==> src/rtl/fetch_controller.sv <==
// Program counter and instruction-fetch sequencer for an asynchronous-read program memory.
// Registers the fetched word into an instruction register and hands it to decode over valid/ready.
module fetch_controller #(
   parameter int                P_SIZE   = 6,
   parameter int                I_SIZE   = 24,
   parameter logic [P_SIZE-1:0] RESET_PC = {P_SIZE{1'b0}}
) (
   input  logic              clk,
   input  logic              reset,
   input  logic              start,
   input  logic              halt_req,
   output logic [P_SIZE-1:0] pc_address,
   input  logic [I_SIZE-1:0] mem_instruction,
   output logic [I_SIZE-1:0] instr,
   output logic [P_SIZE-1:0] instr_pc,
   output logic              instr_valid,
   input  logic              instr_ready,
   input  logic              branch_taken,
   input  logic              branch_rel,
   input  logic [P_SIZE-1:0] branch_offset,
   output logic              running,
   output logic              halted,
   output logic              wrapped
);

   typedef enum logic [1:0] {
      ST_IDLE   = 2'd0,
      ST_RUN    = 2'd1,
      ST_DRAIN  = 2'd2,
      ST_HALTED = 2'd3
   } state_t;

   localparam logic [P_SIZE-1:0] PC_ONE = {{(P_SIZE-1){1'b0}}, 1'b1};

   state_t              state_r;
   state_t              state_nxt_s;
   logic [P_SIZE-1:0]   pc_r;
   logic [P_SIZE-1:0]   pc_nxt_s;
   logic [I_SIZE-1:0]   instr_r;
   logic [I_SIZE-1:0]   instr_nxt_s;
   logic [P_SIZE-1:0]   instr_pc_r;
   logic [P_SIZE-1:0]   instr_pc_nxt_s;
   logic                instr_valid_r;
   logic                instr_valid_nxt_s;
   logic                wrapped_r;
   logic                wrapped_nxt_s;
   logic                running_r;
   logic                halted_r;
   logic                consume_s;
   logic                load_s;
   logic                branch_s;
   logic [P_SIZE-1:0]   target_s;

   assign consume_s = instr_valid_r && instr_ready;
   assign load_s    = (state_r == ST_RUN) && (!instr_valid_r || instr_ready);
   // Branches only take effect on an accepted instruction; IDLE never holds one.
   assign branch_s  = consume_s && branch_taken && (state_r != ST_IDLE);
   assign target_s  = branch_rel ? (instr_pc_r + branch_offset) : branch_offset;

   // Control FSM next-state decode.
   always_comb begin
      state_nxt_s = state_r;
      case (state_r)
         ST_IDLE: begin
            if (start) state_nxt_s = ST_RUN;
            else       state_nxt_s = ST_IDLE;
         end
         ST_RUN: begin
            if (halt_req) state_nxt_s = ST_DRAIN;
            else          state_nxt_s = ST_RUN;
         end
         ST_DRAIN: begin
            if (!instr_valid_r || consume_s) state_nxt_s = ST_HALTED;
            else                             state_nxt_s = ST_DRAIN;
         end
         ST_HALTED: begin
            if (start) state_nxt_s = ST_RUN;
            else       state_nxt_s = ST_HALTED;
         end
         default: state_nxt_s = ST_IDLE;
      endcase
   end

   // PC / instruction register next-value selection: branch beats fetch beats plain consume.
   always_comb begin
      pc_nxt_s          = pc_r;
      instr_nxt_s       = instr_r;
      instr_pc_nxt_s    = instr_pc_r;
      instr_valid_nxt_s = instr_valid_r;
      wrapped_nxt_s     = wrapped_r;
      if (branch_s) begin
         pc_nxt_s          = target_s;
         instr_valid_nxt_s = 1'b0;
      end else if (load_s) begin
         instr_nxt_s       = mem_instruction;
         instr_pc_nxt_s    = pc_r;
         instr_valid_nxt_s = 1'b1;
         pc_nxt_s          = pc_r + PC_ONE;
         wrapped_nxt_s     = wrapped_r | (&pc_r);
      end else if (consume_s) begin
         instr_valid_nxt_s = 1'b0;
      end else begin
         instr_valid_nxt_s = instr_valid_r;
      end
   end

   // State and datapath registers; status flags are decoded from the next state so they track state_r.
   always_ff @(posedge clk) begin
      if (reset) begin
         state_r       <= ST_IDLE;
         pc_r          <= RESET_PC;
         instr_r       <= {I_SIZE{1'b0}};
         instr_pc_r    <= {P_SIZE{1'b0}};
         instr_valid_r <= 1'b0;
         wrapped_r     <= 1'b0;
         running_r     <= 1'b0;
         halted_r      <= 1'b0;
      end else begin
         state_r       <= state_nxt_s;
         pc_r          <= pc_nxt_s;
         instr_r       <= instr_nxt_s;
         instr_pc_r    <= instr_pc_nxt_s;
         instr_valid_r <= instr_valid_nxt_s;
         wrapped_r     <= wrapped_nxt_s;
         running_r     <= (state_nxt_s == ST_RUN);
         halted_r      <= (state_nxt_s == ST_HALTED);
      end
   end

   assign pc_address  = pc_r;
   assign instr       = instr_r;
   assign instr_pc    = instr_pc_r;
   assign instr_valid = instr_valid_r;
   assign running     = running_r;
   assign halted      = halted_r;
   assign wrapped     = wrapped_r;

endmodule

==> config.mk <==
export PLATFORM = sky130hd
export DESIGN_NAME = fetch_controller
export DESIGN_NICKNAME = d
export VERILOG_FILES = /design/src/rtl/fetch_controller.sv
export SDC_FILE = /design/constraint.sdc
export NUM_CORES = 1
export LEC_CHECK = 0
export ABC_AREA = 0
export CAP_MARGIN = 20
export CORE_ASPECT_RATIO = 1.25
export CORE_MARGIN = 3
export CORE_UTILIZATION = 23
export CTS_CLUSTER_SIZE = 30
export DETAILED_ROUTE_END_ITERATION = 8
export DONT_BUFFER_PORTS = 1
export GPL_TIMING_DRIVEN = 0
export PLACE_DENSITY = 0.41
export SYNTH_ARGS = -nofsm -noshare
export SYNTH_HDL_FRONTEND = slang
export SYNTH_SLANG_ARGS = --single-unit
==> constraint.sdc <==
create_clock -name clk -period 2.1 [get_ports clk]
set_input_delay 0.525 -clock clk [delete_from_list [all_inputs] [get_ports clk]]
set_output_delay 0.525 -clock clk [all_outputs]
set_load 0.02 [all_outputs]
# --- After elaboration in Yosys (flattened, before gate mapping) ---
# Cells that the tools add are included.
word_totals:
  output_inout_bits: 40
  regBits: 42
  wordCells: 41
op_classes:
  reduce_logical: 14
  addsub: 2
  eq_ne: 5
  bitwise: 2
  muxes: 10
ops:
  columns: ["op", "n"]
  rows:
  - ["$mux W6", 3]
  - ["$pmux W2 S4", 1]
  - ["$add A6 B1 Y6 const B", 1]
  - ["$add A6 B6 Y6", 1]
  - ["$eq A2 B2 Y1 const B", 3]
  - ["$reduce_and A6 Y1", 1]
  - ["$reduce_bool A2 Y1", 3]
  - ["$eq A2 B1 Y1 const B", 2]
  - ["$logic_and A1 B1 Y1", 4]
  - ["$mux W1", 4]
  - ["$mux W2", 2]
  - ["$logic_not A2 Y1", 1]
  - ["$logic_or A1 B1 Y1", 2]
  - ["$reduce_and A2 Y1", 1]
  - ["$reduce_or A2 Y1", 1]
  - ["$logic_not A1 Y1", 1]
  - ["$not A1 Y1", 1]
  - ["$or A1 B1 Y1", 1]

# --- Logic depth before layout (Yosys ltp) ---
logic_depth:
  depth_word: 5
  ltp_mapped: 8
  ltp_nobuf: 8

# --- Least setup slack after synthesis ---
# OpenSTA, ideal clock, no wires.
synth_timing:
  kind: "input -> register"
  from: "input port branch_offset[0]"
  to: "register pc_r[4], in the netlist pc_address[4]"
  stages: 8
  n_path_buf: 0
  path_slack_ns: 0.127
  t_arrival_ns: 1.841
  setup_ns: 0.132
  cell_sequence: "ha_1 -> inv_1 -> fa_1 -> nand2b_1 -> a21oi_1 -> mux2_2 -> nor2_1 -> a21oi_1"
synth_between:
  elab_chain_len: 3
synth_lines:
  columns: ["item", "line", "rtl"]
  rows:
  - ["start, declared", "20", "input logic [P_SIZE-1:0] branch_offset,"]
  - ["$add A6 B6 Y6", "58", "assign target_s = branch_rel ? (instr_pc_r + branch_offset) : branch_offset;"]
  - ["$mux W6", "58", null]
  - ["$mux W6", "91", "if (branch_s) begin"]
  - ["end signal, assigned", "120", "pc_r <= pc_nxt_s;"]
  - ["end, declared", "37", "logic [P_SIZE-1:0] pc_r;"]
# Every way passes these cells.
# A chain may end at the register's enable or synchronous reset.

# --- Final worst setup path ---
layout_timing:
  from: "register instr_pc_r[0], in the netlist instr_pc[0]"
  to: "register pc_r[4], in the netlist pc_address[4]"
layout_between:
  elab_chain_len: 3
layout_lines:
  columns: ["item", "line", "rtl"]
  rows:
  - ["start, declared", "41", "logic [P_SIZE-1:0] instr_pc_r;"]
  - ["start signal, assigned", "113", "instr_pc_r <= {P_SIZE{1'b0}};"]
  - ["start signal, assigned", "122", "instr_pc_r <= instr_pc_nxt_s;"]
  - ["$add A6 B6 Y6", "58", null]
  - ["$mux W6", "58", null]
  - ["$mux W6", "91", null]
# Every way passes these cells.

==> impl_metrics.toml <==
[grt]
grt.total_usage_pct = 11.6
grt_pass1_vias = 1668
grt.overflow.total = 0
grt_pass1_wl_mm = 8.61
antenna_found_initial = 0
grt_start_max_net_pins = 13

[routing]
ant_nets = 0
vias_per_cell = 4.87
drc = 0
wl_per_cell_um = 16.0
vias = 1701
drt_first_pass_iters = 4
first_iter_violations = 37
wl_mm = 5.57

[sta]
maxSlewViolCount = 0
max_freq_mhz = 517
tightest_slew_ns = 0.549
rsz0062_at_grt = "no"
hold_violations = 0
final-setup-viol-count = 0
fin_ws_ns = 0.167
relSlewSlack_pct = 63.4
hold_slack_ns = 0.352
period_minus_slack_ns = 1.93
fin_crit_sh_pct = 92.1
skew_ns = 0.00529

[clocking]
cts_max_level = 2
cts_setup_buffers = 0
clk_pin_slew_ns = 0.08
numCtsBuffers = 5
ctsResizeCount = 3
hold_buffers = 0
cts_root_buf = "clkbuf_8"
cts_tree = "done"
clockBufferDepth = 2
clock_sinks = 42
clk_latency_ns = 0.29

[worst_setup_path]
required_ns = 2.26
cp.arrival_ns = 2.10
worstSetupEndpointType = "flip-flop"
start_kind = "flip-flop"
critical_path_peak_fanout = 3
crit_type = "reg -> reg"

[cells_and_area]
num_antenna_cells = 0
drive_above_1_share_pct = 11.4
final_nets = 298
fillers = 911
final_common_cell = "nand2_1"
fin_cells = 349
mostFrequentLayoutCells = "72 x nand2_1, 40 x dfxtp_1, 38 x a21oi_1"
syn_to_final_growth_pct = 12.6
final_util_pct = 27.4

[die]
die-height_um = 109
io_pins = 77
core_sq_um = 8020
rows = 36
die_area_sq_um = 9620
die_w_um = 88.3
start_util_pct = 24.3

[status]
status = "completed"

[logic_synthesis]
synth_edf_count = 0
syn_area_per_cell_sq_um = 7.89
ys_warn_count = 0
ys.flop_type = "dfxtp_1"
synthCells = 247
ys_types = 44
synth.cell_area_sq_um = 1950
ys_seq_elements = 42
async_reset_ff_share_pct = 0
synthesis.nets = 291
seq_area_frac_synth_pct = 43.1

[placed_design]
dpl_worst_slack_ns = -0.0982
port_buffers = 0
dp_cells = 342
hpwl_mm = 4.25
gp_congestion = 0.771

[run]
maxCapViolations = 0

[pwr]
irDropWorstVdd_v = 0.000297
p_sw_share_pct = 29.0
powerDensity_nw_per_um2 = 844
clkPwrFrac_pct = 35.5
internal-power_mw = 1.31
p_comb_share_pct = 12.9
switchingPower_uw = 536
power.leakage_nw = 0.751
power_mw = 1.85
p_seq_share_pct = 51.6

[worst_hold_path]
hold_path.class = "in -> reg"
state kept, by name, summed over array words and instances (netlist names):
name,cells
instr,24
halted,1
instr_valid,1
running,1
state_r,2
instr_pc,6
pc_address,6
wrapped,1
cells in the mapped netlist, drive strengths merged, types with 2 or more instances:
| cell type | count | area (sq um) |
|---|---|---|
| ha | 6 | 75.1 |
| inv | 5 | 18.8 |
| nand2 | 72 | 270 |
| nor4b | 2 | 17.5 |
| mux2 | 2 | 22.5 |
| dfxtp | 42 | 841 |
| nor3b | 2 | 15.0 |
| o21ai | 9 | 48.8 |
| nor2 | 15 | 56.3 |
| a211oi | 4 | 35.0 |
| a41oi | 2 | 17.5 |
| a2111oi | 2 | 17.5 |
| buf | 8 | 40.0 |
| clkbuf | 5 | 18.8 |
| mux2i | 2 | 20.0 |
| nor2b | 3 | 21.3 |
| nand3 | 4 | 20.0 |
| a21oi | 39 | 195 |
| nand2b | 3 | 18.8 |
stage by stage:
stage                     area, sq um  setup TNS [ns]
after floorplan                  1950               0
after global placement           2070          -0.101
after detailed placement         2070         -0.0982
after CTS                        2190               0
after global routing             2190               0
final                            2190               0
power groups by stage:
| stage | Clock (mW) | Sequential (mW) | Combinational [mW] |
|---|---|---|---|
| final | 0.658 | 0.956 | 0.238 |
| after floorplan | 0 | 0.961 | 0.187 |
| after global routing | 0.716 | 0.964 | 0.277 |
| after CTS | 0.680 | 0.958 | 0.242 |
| after global placement | 0 | 0.977 | 0.239 |
| after detailed placement | 0 | 0.978 | 0.242 |
final cells by class:
cell class	count	area [sq um]	area share, %
Inverter	5	18.8	0.855
Clock inverter	1	30.0	1.37
Multi-Input combinational cell	187	1040	47.4
Clock buffer	6	82.6	3.76
Buffer	13	58.8	2.68
Sequential cell	42	846	38.5
Tap cell	95	119	5.42
routing by layer:
| metal | part of all wire, % | global-route usage [%] | routed length [um] |
|---|---|---|---|
| met1 | 40 | 13.6 | 2230 |
| met2 | 51 | 19.7 | 2830 |
| met3 | 8.4 | 4.76 | 468 |
| met4 | 0.84 | 2.92 | 47 |
| met5 | 0 | 0 | 0 |
worst max-delay path, stage by stage (launching register included):
cell      delay, ns
dfxtp_4        0.40
ha_1           0.18
inv_1          0.06
fa_2           0.34
nand2b_1       0.17
a21oi_2        0.13
mux2_2         0.35
nor2_2         0.11
a21oi_1        0.07
cell families after synthesis:
group	after synthesis	share of synthesized area, %
XOR/XNOR	2	0.899
buffers and inverters	18	3.98
flip-flops	42	43.1
multiplexers	4	2.18
AND/OR/NAND/NOR	107	23.6
AO/OA/AOI/OAI	67	21.4
adder cells (fa/ha/maj)	7	4.88
path summary, 6_finish.rpt:
kind                            slack (ns)  depth (start not counted)             to         from
worst max register to register        0.17                          8  pc_address[4]  instr_pc[0]
worst max-delay path                  0.17                          8  pc_address[4]  instr_pc[0]
worst min register to register        0.52                          2    instr_pc[0]  instr_pc[0]
worst min-delay path                  0.35                          1         halted        start
Note: power is estimated with default switching activity, not from simulation.
